**src/rtl/sally_bus_ctrl.sv**
```systemverilog
// -----------------------------------------------------------------------------
// sally_bus_ctrl
//
// CPU-side bus controller for the 6502C ("Sally") socket. It takes the video
// chip's halt/ready/interrupt requests and phase strobes and turns them into a
// per-cycle clock enable, a bus-ownership flag and a stretched NMI for the
// T65 core. It follows Sally semantics:
//   - HALT is taken only at the end of a read cycle. Pending writes drain first.
//   - READY stretches reads only.
//   - An int_b falling edge becomes an NMI that lasts NMI_HOLD CPU cycles.
//
// Parameters
//   NMI_HOLD      cpu_ce pulses for which cpu_nmi_n stays low (1..7)
//   MAX_WR        deferred writes tolerated before halt_overrun is flagged
//
// Ports
//   clk_sys       system clock, all state on its rising edge
//   reset         synchronous, active-high reset
//   pclk0         one-clk strobe, end of CPU cycle (decision point)
//   pclk1         one-clk strobe, mid cycle (halt_b / ready sample point)
//   halt_b        active-low halt request
//   ready         active-high ready, low stretches read cycles
//   int_b         active-low interrupt, falling-edge sensitive
//   cpu_rw        R/W of the CPU's current cycle (1 = read)
//   line_clr      one-clk strobe at line start, clears halted_cycles
//   cpu_ce        one-clk enable advancing the CPU by one cycle
//   cpu_nmi_n     active-low NMI to the CPU
//   cpu_bus_en    1 = CPU owns the bus, 0 = bus released for DMA
//   halted        1 while halted
//   halt_overrun  sticky, more than MAX_WR writes were deferred
//   halted_cycles CPU cycles spent halted since last line_clr (saturating)
// -----------------------------------------------------------------------------
module sally_bus_ctrl #(
  parameter int NMI_HOLD = 2,
  parameter int MAX_WR   = 3
) (
  input  logic        clk_sys,
  input  logic        reset,
  input  logic        pclk0,
  input  logic        pclk1,
  input  logic        halt_b,
  input  logic        ready,
  input  logic        int_b,
  input  logic        cpu_rw,
  input  logic        line_clr,
  output logic        cpu_ce,
  output logic        cpu_nmi_n,
  output logic        cpu_bus_en,
  output logic        halted,
  output logic        halt_overrun,
  output logic [12:0] halted_cycles
);

  localparam logic [1:0]  ST_RUN       = 2'd0;
  localparam logic [1:0]  ST_HALT_PEND = 2'd1;
  localparam logic [1:0]  ST_HALTED    = 2'd2;

  localparam logic [2:0]  NMI_LOAD  = 3'(NMI_HOLD);
  localparam logic [3:0]  WR_LIMIT  = 4'(MAX_WR);
  localparam logic [12:0] HC_MAX    = 13'h1fff;

  logic [1:0] state;
  logic       halt_req;
  logic       rdy_s;
  logic [2:0] wr_cnt;
  logic [2:0] wr_next;
  logic [2:0] nmi_cnt;
  logic       int_q;

  // Saturating write counter: a long write burst under halt must not wrap
  // back below the overrun limit.
  assign wr_next = (wr_cnt == 3'd7) ? 3'd7 : wr_cnt + 3'd1;

  assign cpu_nmi_n = (nmi_cnt == 3'd0);

  // NOTE: every register below is assigned with <= so that all of them
  // update from the same pre-edge values; mixing in blocking assignments
  // would make the result depend on statement order.
  always_ff @(posedge clk_sys) begin
    if (reset) begin
      state         <= ST_RUN;
      halt_req      <= 1'b0;
      rdy_s         <= 1'b1;
      wr_cnt        <= 3'd0;
      nmi_cnt       <= 3'd0;
      int_q         <= 1'b1;
      cpu_ce        <= 1'b0;
      cpu_bus_en    <= 1'b1;
      halted        <= 1'b0;
      halt_overrun  <= 1'b0;
      halted_cycles <= 13'd0;
    end else begin
      int_q <= int_b;

      // Requests are only looked at mid-cycle, so decisions at pclk0 see a
      // value that was stable for the second half of the CPU cycle.
      if (pclk1) begin
        halt_req <= ~halt_b;
        rdy_s    <= ready;
      end

      // cpu_ce is a single-clk pulse: default low, raised only at pclk0.
      cpu_ce <= 1'b0;

      if (pclk0) begin
        case (state)
          ST_RUN: begin
            if (halt_req && cpu_rw) begin
              // Abort the read; the CPU repeats it after release.
              state      <= ST_HALTED;
              cpu_bus_en <= 1'b0;
              halted     <= 1'b1;
            end else if (halt_req) begin
              // A write cannot be aborted; let it finish and wait for a read.
              cpu_ce <= 1'b1;
              wr_cnt <= 3'd1;
              state  <= ST_HALT_PEND;
            end else if (rdy_s || !cpu_rw) begin
              cpu_ce <= 1'b1;
            end
          end
          ST_HALT_PEND: begin
            // Halt is committed here; halt_req is deliberately ignored.
            if (!cpu_rw) begin
              cpu_ce <= 1'b1;
              wr_cnt <= wr_next;
              if ({1'b0, wr_next} > WR_LIMIT) halt_overrun <= 1'b1;
            end else begin
              state      <= ST_HALTED;
              cpu_bus_en <= 1'b0;
              halted     <= 1'b1;
            end
          end
          ST_HALTED: begin
            if (!halt_req) begin
              // Release cycle: bus comes back, but the CPU only advances on
              // the next pclk0.
              state      <= ST_RUN;
              cpu_bus_en <= 1'b1;
              halted     <= 1'b0;
            end
          end
          default: begin
            state      <= ST_RUN;
            cpu_bus_en <= 1'b1;
            halted     <= 1'b0;
          end
        endcase
      end

      // line_clr has priority over a coincident increment.
      if (line_clr) begin
        halted_cycles <= 13'd0;
      end else if (pclk0 && state == ST_HALTED && halt_req &&
                   halted_cycles != HC_MAX) begin
        halted_cycles <= halted_cycles + 13'd1;
      end

      // A fresh edge reloads the hold count even mid-pulse; otherwise the
      // count only runs down on real CPU cycles, so halts and stalls stretch
      // the NMI.
      if (int_q && !int_b) begin
        nmi_cnt <= NMI_LOAD;
      end else if (cpu_ce && nmi_cnt != 3'd0) begin
        nmi_cnt <= nmi_cnt - 3'd1;
      end
    end
  end

endmodule

```
**config.mk**
```make
export PLATFORM = sky130hd
export DESIGN_NAME = sally_bus_ctrl
export DESIGN_NICKNAME = d
export VERILOG_FILES = /design/src/rtl/sally_bus_ctrl.sv
export SDC_FILE = /design/constraint.sdc
export NUM_CORES = 1
export LEC_CHECK = 0
export CAP_MARGIN = 5
export CORE_MARGIN = 4
export CORE_UTILIZATION = 45
export CTS_CLUSTER_SIZE = 12
export DETAILED_ROUTE_END_ITERATION = 16
export DONT_BUFFER_PORTS = 1
export GPL_TIMING_DRIVEN = 0
export HOLD_SLACK_MARGIN = 0.02
export PLACE_DENSITY = 0.69
export SYNTH_ARGS = -nofsm -noshare
export SYNTH_HDL_FRONTEND = slang
export SYNTH_SLANG_ARGS = --single-unit
```
**constraint.sdc**
```tcl
create_clock -name clk_sys -period 1.8 [get_ports clk_sys]
set_input_delay 0.36 -clock clk_sys [delete_from_list [all_inputs] [get_ports clk_sys]]
set_output_delay 0.36 -clock clk_sys [all_outputs]
set_load 0.005 [all_outputs]
```
# After elaboration in Yosys (flattened, before gate mapping)
# Cells that the tools add are included.
dict set report totals {
  wordCells 76
  inputBits 9
  register_bits 28
  out_inout_bits 18
}
dict set report op_classes {
  mux 25
  n_bitwise 3
  n_eq_ne 11
  n_reduce_logical 21
  n_lt_le_gt_ge 1
  n_addsub 3
}
# cell n
set op_table {}
lappend op_table {{adder 13 x 1 -> 13 bit (second input constant)} 1}
lappend op_table {{!= test 13 bit (second input constant)} 1}
lappend op_table {{2-to-1 mux 2 bit} 6}
lappend op_table {{2-to-1 mux 3 bit} 4}
lappend op_table {{!= test 2 bit (second input constant)} 6}
lappend op_table {{AND reduction 4 bit} 3}
lappend op_table {{2-to-1 mux 1 bit} 10}
lappend op_table {{logical AND 1 bit} 6}
lappend op_table {{one-hot mux 1 bit (3 select lines)} 2}
lappend op_table {{one-hot mux 2 bit (3 select lines)} 1}
lappend op_table {{one-hot mux 3 bit (2 select lines)} 1}
lappend op_table {{OR reduction 2 bit} 3}
lappend op_table {{AND reduction 5 bit} 1}
lappend op_table {{nonzero test 2 bit} 2}
lappend op_table {{adder 3 x 1 -> 3 bit (second input constant)} 1}
lappend op_table {{equality test 3 bit (second input constant)} 1}
lappend op_table {{> comparator 3 x 2 -> 1 bit (second input constant)} 1}
lappend op_table {{zero test 3 bit} 1}
lappend op_table {{!= test 3 bit (second input constant)} 1}
lappend op_table {{NOT 1 bit} 3}
lappend op_table {{nonzero test 3 bit} 1}
lappend op_table {{subtractor 3 x 1 -> 3 bit (second input constant)} 1}
lappend op_table {{equality test 2 x 1 -> 1 bit (second input constant)} 1}
lappend op_table {{equality test 2 bit (second input constant)} 1}
lappend op_table {{other kinds (4)} 5}

# Depth between registers and ports, before layout
# Gate-level depths: netlist of run 1.
dict set report logic_depth {
  depth_word 6
  mapped_depth 7
  mapped_depth_nobuf 7
}

# Worst setup path before layout of run 1
# Ideal clock, no wire load.
dict set report synth_path {
  path_kind {flip-flop to flip-flop}
  start {register halted_cycles[0]}
  end {register halted_cycles[2]}
  path_buffers 1
  t_required_ns 1.729
  synth_period_minus_slack_ns 1.628
  setup_ns 0.071
  slack_ns 0.172
  arrival_ns 1.557
  path_stages_with_launch 7
  cell_sequence {dfxtp_1 -> ha_1 -> and4_1 -> buf_6 -> a41o_4 -> or3_1 -> a21oi_1}
}
dict set report synth_between {
  elab_chain_len 2
  elab_cells_between_ends 3
  cone_classes {1 x add/sub; 1 x eq/ne; 1 x reduce/logical}
}
# element line
set synth_rtl {}
lappend synth_rtl {{start: declaration} 51} ;# output logic [12:0] halted_cycles
lappend synth_rtl {{start signal: assignment} 156} ;# halted_cycles <= halted_cycles + 13'd1;
lappend synth_rtl {{branches (longest 2 deep; another with adder 13 x 1 -> 13 bit)} -}
# Parallel ways; which one is timed is not known.
# A chain may end at the register's enable or synchronous reset.

# Worst setup path in the final report of run 1
# Same ends and word-level chain as after synthesis.

==> reports/results.ini, run 1 <==
[status]
status = complete, no violations

[drt]
final_antenna_net_count = 0
wl_mm = 2.57
drt_iter0_drc = 97
num_vias = 1085
dr.pass1.iters = 4
vias_per_cell = 5.83
drc = 0
wl_per_cell_um = 13.8

[place]
place_congestion = 0.806
dp_slack_ns = 0.0329
port_buffers = 0
dp_hpwl_mm = 1.92

[worst_setup_path]
crit_type = register to register
ff2ff_setup_slack_ns = 0.08
path_buf_inv = 1
worst_path_max_delay_cell = dfxtp_2
cpLargestDelayFamily = simple AND/OR/NAND/NOR gates
worst-path-max-fanout = 8
cp_cell_sequence = ha_1 -> and4_1 -> buf_6 -> a41o_4 -> or3_1 -> a21oi_1
startpoint_type = register
critPathRequiredTime_ns = 2.08
arrival_ns = 2.00
critPathCaptureType = register
cpPeakStageDelay_ns = 0.38

[clock_network]
cts_buffer_depth = 2
cts_setup_buffers = 0
cts_tree = yes
root_buffer = clkbuf_4
clk_latency_ns = 0.33
cts.sinks = 28
ctsResizeCount = 1
cts-buffers-inserted = 3
hold_buffers = 0
path_clk_slew_ns = 0.16
htreeDepth = 1

[synth]
ys_seq_elements = 28
synth_top_area_share_pct = 42.0
syn_nets = 164
synth_top_cell_by_area = dfxtp_1
synth_cells = 151
synth_area_sq_mm = 0.00134
avgSynthCellArea_sq_um = 8.84
seq_area_frac_synth_pct = 42.0
async_flop_share_pct = 0
synthFlopType = dfxtp_1
synth_edf_count = 0
synth.distinct_cells = 41
synth_area_leaders = dfxtp_1, a21oi_1, ha_1, mux2i_1, nor2_1
ys.warnings.count = 0

[final_layout]
drive_above_1_share_pct = 12.9
fin_nets = 169
layout_common_cells = dfxtp_1, a21oi_1, nor2_1
area_growth_syn_to_layout_pct = 6.37
num_antenna_cells = 0
n_fill_cell = 276
final_common_cell = dfxtp_1

[timing]
max_freq_ghz = 0.582
tns_ns = 0
worst_pin_slew_ns = 0.454
rsz0062_at_grt = yes
hold_violations = 0
skew_ns = 0.0196
timing.slew.headroom_pct = 69.7
setup_violations = 0
slew_violations = 0
layout_setup_ws_ns = 0.0826
period_share_pct = 95.4
period_minus_slack_ns = 1.72

[power_and_ir_drop]
p_per_area_mw_per_mm2 = 723
ir_drop_v = 0.000665
p_leak_nw = 0.507

[floorplanning]
die_w_um = 62.5
start_util_pct = 47.6
die_area_sq_mm = 0.00390
fp-row-count = 19
core_sq_mm = 0.00281
die_height_um = 62.5
pin_count = 27

[min_path]
min_path_type = input pin to register

[global_route]
grt_pass1_vias = 1011
track_usage_pct = 13.6
grt_pass1_wl_mm = 4.44
antenna_found_initial = 0
grt_max_degree = 16
gr-total-overflow = 0

[run]
max-cap-violations = 0

[flip-flops by register name (all words and copies together), names as in the netlist]
register,flops
state,2
halted_cycles,13
rdy_s,1
halted,1
halt_req,1
cpu_bus_en,1
int_q,1
halt_overrun,1
nmi_cnt,3
wr_cnt,3
cpu_ce,1
[cell type report]
class / count / area (sq um) / share of cell area, %
inverter: 9 / 33.8 / 2.38
tap: 31 / 38.8 / 2.73
sequential: 28 / 563 / 39.6
clock buffer: 4 / 36.3 / 2.56
multi-input combinational: 109 / 717 / 50.5
buffer: 5 / 31.3 / 2.20
[kinds of logic after synthesis]
group | after synthesis | synth area share (%)
mux | 5 | 3.75
fa+ha+maj | 4 | 3.75
xor+xnor | 3 | 1.97
flops | 28 | 42.0
simple gates | 59 | 25.1
compound gates | 38 | 18.6
buf+inv | 14 | 4.87
[Yosys cell counts, drive strengths merged, types with 3 or more instances]
cell,count
dfxtp,28
a21oi,14
nor2,13
nand2,11
inv,9
o21ai,8
mux2i,5
nand3,5
nor3,5
or3,5
ha,4
a211oi,3
and3,3
buf,3
nand4,3
or2,3
[per-stage QoR]
stage          cell area [sq um]  power, mW  cells  hold slack, ns  utilization (%)
2_1_floorplan               1340      0.719    151           0.441                -
3_3_place_gp                1370      0.731    182           0.450             49.0
3_5_place_dp                1370      0.736    182           0.447             49.0
4_1_cts                     1420       1.04    186          0.0879             50.4
5_1_grt                     1420       1.09    186          0.0664             50.6
6_report                    1420       1.03    186          0.0946             50.6
[path summary, 6_finish.rpt]
kind	cells after the start	to	startpoint
min	1	state[1]$_SDFFE_PP0P_	pclk0
max	6	halted_cycles[2]$_SDFFE_PP0P_	halted_cycles[0]$_SDFFE_PP0P_
max reg2reg	6	halted_cycles[2]$_SDFFE_PP0P_	halted_cycles[0]$_SDFFE_PP0P_
min reg2reg	2	halt_overrun$_SDFFE_PP0P_	halt_overrun$_SDFFE_PP0P_
[routing by layer]
metal / GRT usage [%] / vias to the layer above / wire length (um)
li1: - / 559 / -
met1: 14.5 / 494 / 1130
met2: 24.2 / 30 / 1230
met3: 6.47 / 2 / 195
met4: 3.03 / 0 / 13
met5: 0 / - / 0
[power by group]
part           leakage, nW  internal [mW]  switching (mW)
Combinational        0.258         0.0325          0.0422
Clock               0.0210          0.124           0.181
Sequential           0.228          0.635          0.0123
No activity file was read; power rests on OpenSTA's default activity.
==> run 2, diff against run 1 <==
--- a/config.mk
+++ b/config.mk
@@ -10,3 +10,2 @@
 export CORE_UTILIZATION = 45
-export CTS_CLUSTER_SIZE = 12
 export DETAILED_ROUTE_END_ITERATION = 16
==> constraint.sdc (replaced) <==
create_clock -name clk_sys -period 1.8 [get_ports clk_sys]
set_input_delay 0.18 -clock clk_sys [delete_from_list [all_inputs] [get_ports clk_sys]]
set_output_delay 0.18 -clock clk_sys [all_outputs]
set_load 0.005 [all_outputs]
==> run 2 against run 1 <==
Compared with the run above:
- via count rose by 3.8%
- wire length rose by 3.5%
- global-route usage rose by 0.33 points
- die area did not move
- power rose by 1.8%
- clock power fell by 2%
- first-iteration DRC count fell by 23%
- sequential share of layout area fell by 2.9 points
- highest routed layer unchanged
- largest cell class unchanged
- register-to-register slack barely moved
- combinational power rose by 30%
==> reports/results.ini, run 2 (synthesis results as in run 1) <==
[power_and_ir_drop]
ir_drop_v = 0.000666  ; +0.17%
netSwitchingFraction_pct = 22.7  ; -0.25 points
power_mw = 1.04  ; +1.8%
p_seq_share_pct = 62.0  ; -1.1 points
intPower_mw = 0.808  ; +2.1%
comb_power_share_pct = 9.3  ; +2.0 points
p_per_area_mw_per_mm2 = 682  ; -5.7%
power.clock.fraction_pct = 28.7  ; -1.0 points
p_leak_nw = 0.556  ; +9.5%
power.switching_mw = 0.237  ; +0.64%

[floorplanning]
die_height_um = 62.5  ; unchanged
start_util_pct = 47.6  ; unchanged
die_w_um = 62.5  ; unchanged
die_area_sq_mm = 0.00390  ; unchanged
pin_count = 27  ; unchanged
core_sq_mm = 0.00281  ; unchanged
fp-row-count = 19  ; unchanged

[worst_setup_path]
arrival_ns = 1.99  ; about the same
worst-path-max-fanout = 8  ; unchanged
reg2reg_from = halted_cycles[0]$_SDFFE_PP0P_
critPathCaptureType = register
critPathRequiredTime_ns = 2.07  ; about the same
reg2reg_to = halted_cycles[2]$_SDFFE_PP0P_
crit_end = halted_cycles[2]$_SDFFE_PP0P_
startpoint_type = register
ff2ff_setup_slack_ns = 0.08  ; about the same
startpoint = halted_cycles[0]$_SDFFE_PP0P_
r2r_cells = 6  ; unchanged
crit_type = register to register

[final_layout]
drive_above_1_share_pct = 12.7  ; -0.25 points
num_antenna_cells = 0  ; unchanged
area_growth_syn_to_layout_pct = 14.8
reg.largest.list = halted_cycles (13), nmi_cnt (3), wr_cnt (3)
fin_nets = 180  ; +6.5%
regMostFlops = halted_cycles
layout_common_cells = dfxtp_1, a21oi_1, nor2_1
post-route-cell-area_sq_mm = 0.00153  ; +7.9%
largest_register_ffs = 13  ; unchanged
final_common_cell = dfxtp_1

[timing]
period_minus_slack_ns = 1.72  ; -0.000456 ns
rsz0062_at_grt = yes
fin_hold_ws_ns = 0.0548  ; -0.0398 ns
slew_violations = 0  ; unchanged
hold_violations = 0  ; unchanged
worst_pin_slew_ns = 0.452  ; -0.00212 ns
period_share_pct = 95.4  ; about the same
timing.slew.headroom_pct = 69.9  ; +0.14 points
max_freq_ghz = 0.582  ; about the same
setup_violations = 0  ; unchanged
skew_ns = 0.0147  ; -0.00489 ns

[clock_network]
cts.sinks = 28  ; unchanged
cts-buffers-inserted = 3  ; unchanged
cts_tree = yes
root_buffer = clkbuf_4
htreeDepth = 1  ; unchanged
cts_buffer_depth = 2  ; unchanged
clk_latency_ns = 0.33  ; about the same
path_clk_slew_ns = 0.15  ; about the same

[drt]
drt_iter0_drc = 75  ; -23%
vias_per_cell = 5.72  ; -2.0%
drc = 0  ; unchanged
num_vias = 1126  ; +3.8%
wl_mm = 2.66  ; +3.5%
dr.pass1.iters = 4  ; unchanged
final_antenna_net_count = 0  ; unchanged
wl_per_cell_um = 13.5  ; -2.3%

[global_route]
gr-total-overflow = 0  ; unchanged
antenna_found_initial = 0  ; unchanged
grt_max_degree = 16  ; unchanged
grt_pass1_wl_mm = 4.54  ; +2.3%
grt_pass1_vias = 1050  ; +3.9%
track_usage_pct = 13.9  ; +0.33 points

[min_path]
min_path_type = input pin to register

[place]
dp_hpwl_mm = 1.92  ; unchanged
port_buffers = 0  ; unchanged
place_congestion = 0.806  ; unchanged
placed_area_sq_mm = 0.00137  ; unchanged

[run]
max-cap-violations = 0  ; unchanged

[status]
status = complete, no violations

-- run 2: cell types whose count changed in the layout (fill, tap and decap cells not counted), sizes merged --
cell         change
dlygate4sd3     +11
-- run 2: cell type report --
| class | instances | area (sq um) |
|---|---|---|
| clock buffer | 4 | 36.3 |
| buffer | 5 | 31.3 |
| sequential | 28 | 563 |
| multi-input combinational | 109 | 719 |
| fill | 260 | 1270 |
| tap | 31 | 38.8 |
| timing repair buffer | 11 | 110 |
| inverter | 9 | 33.8 |
-- run 2: power by group through the flow --
stage	sequential (mW)	combinational (mW)	clock, mW
2_1_floorplan	0.658	0.0617	0
3_3_place_gp	0.660	0.0707	0
3_5_place_dp	0.661	0.0747	0
4_1_cts	0.647	0.0909	0.313
5_1_grt	0.651	0.110	0.342
6_report	0.648	0.0971	0.300
-- run 2: routing by layer --
metal	share of wire (%)	up-vias	GRT usage, %	routed length [um]
met4	0.49	0	3.03	13
met3	6.1	2	5.94	162
met1	45	515	15.1	1190
met5	0	-	0	0
met2	49	27	25.0	1290
li1	-	582	-	-
-- run 2: repair_timing --
action | 4_1_cts | 5_1_grt
endpoints found under the setup margin | 1 | 5
hold buffers | 8 | 3
buffers inserted | 0 | 0
gates resized for setup | 1 | 4
endpoints found under the hold margin | 7 | 4
-- run 2: critical path: stages (launching register included) --
cell     delay [ns]
dfxtp_2        0.38
ha_1           0.23
and4_1         0.21
buf_6          0.13
a41o_4         0.27
or3_1          0.31
a21oi_1        0.13
-- run 2: how the worst min path moves through the flow --
stage,startpoint,end,cells past startpoint,slack (ns)
6_report,pclk0,state[0]$_SDFFE_PP0P_,2,0.05
5_1_grt,pclk0,state[0]$_SDFFE_PP0P_,2,0.03
4_1_cts,line_clr,halted_cycles[11]$_SDFFE_PP0P_,2,0.02
3_5_place_dp,reset,cpu_ce$_SDFF_PP0_,1,0.27
3_3_place_gp,reset,nmi_cnt[2]$_SDFFE_PP0P_,1,0.27
2_1_floorplan,reset,cpu_ce$_SDFF_PP0_,1,0.26
-- run 2: through the flow --
stage,setup WS [ns],setup TNS [ns],std cells,util (%)
after detailed placement,0.0329,0,182,49.0
after floorplan,0.172,0,151,-
after global routing,-0.0403,-0.0403,197,54.6
final,0.0831,0,197,54.6
after CTS,0.0369,0,194,53.3
after global placement,0.0414,0,182,49.0
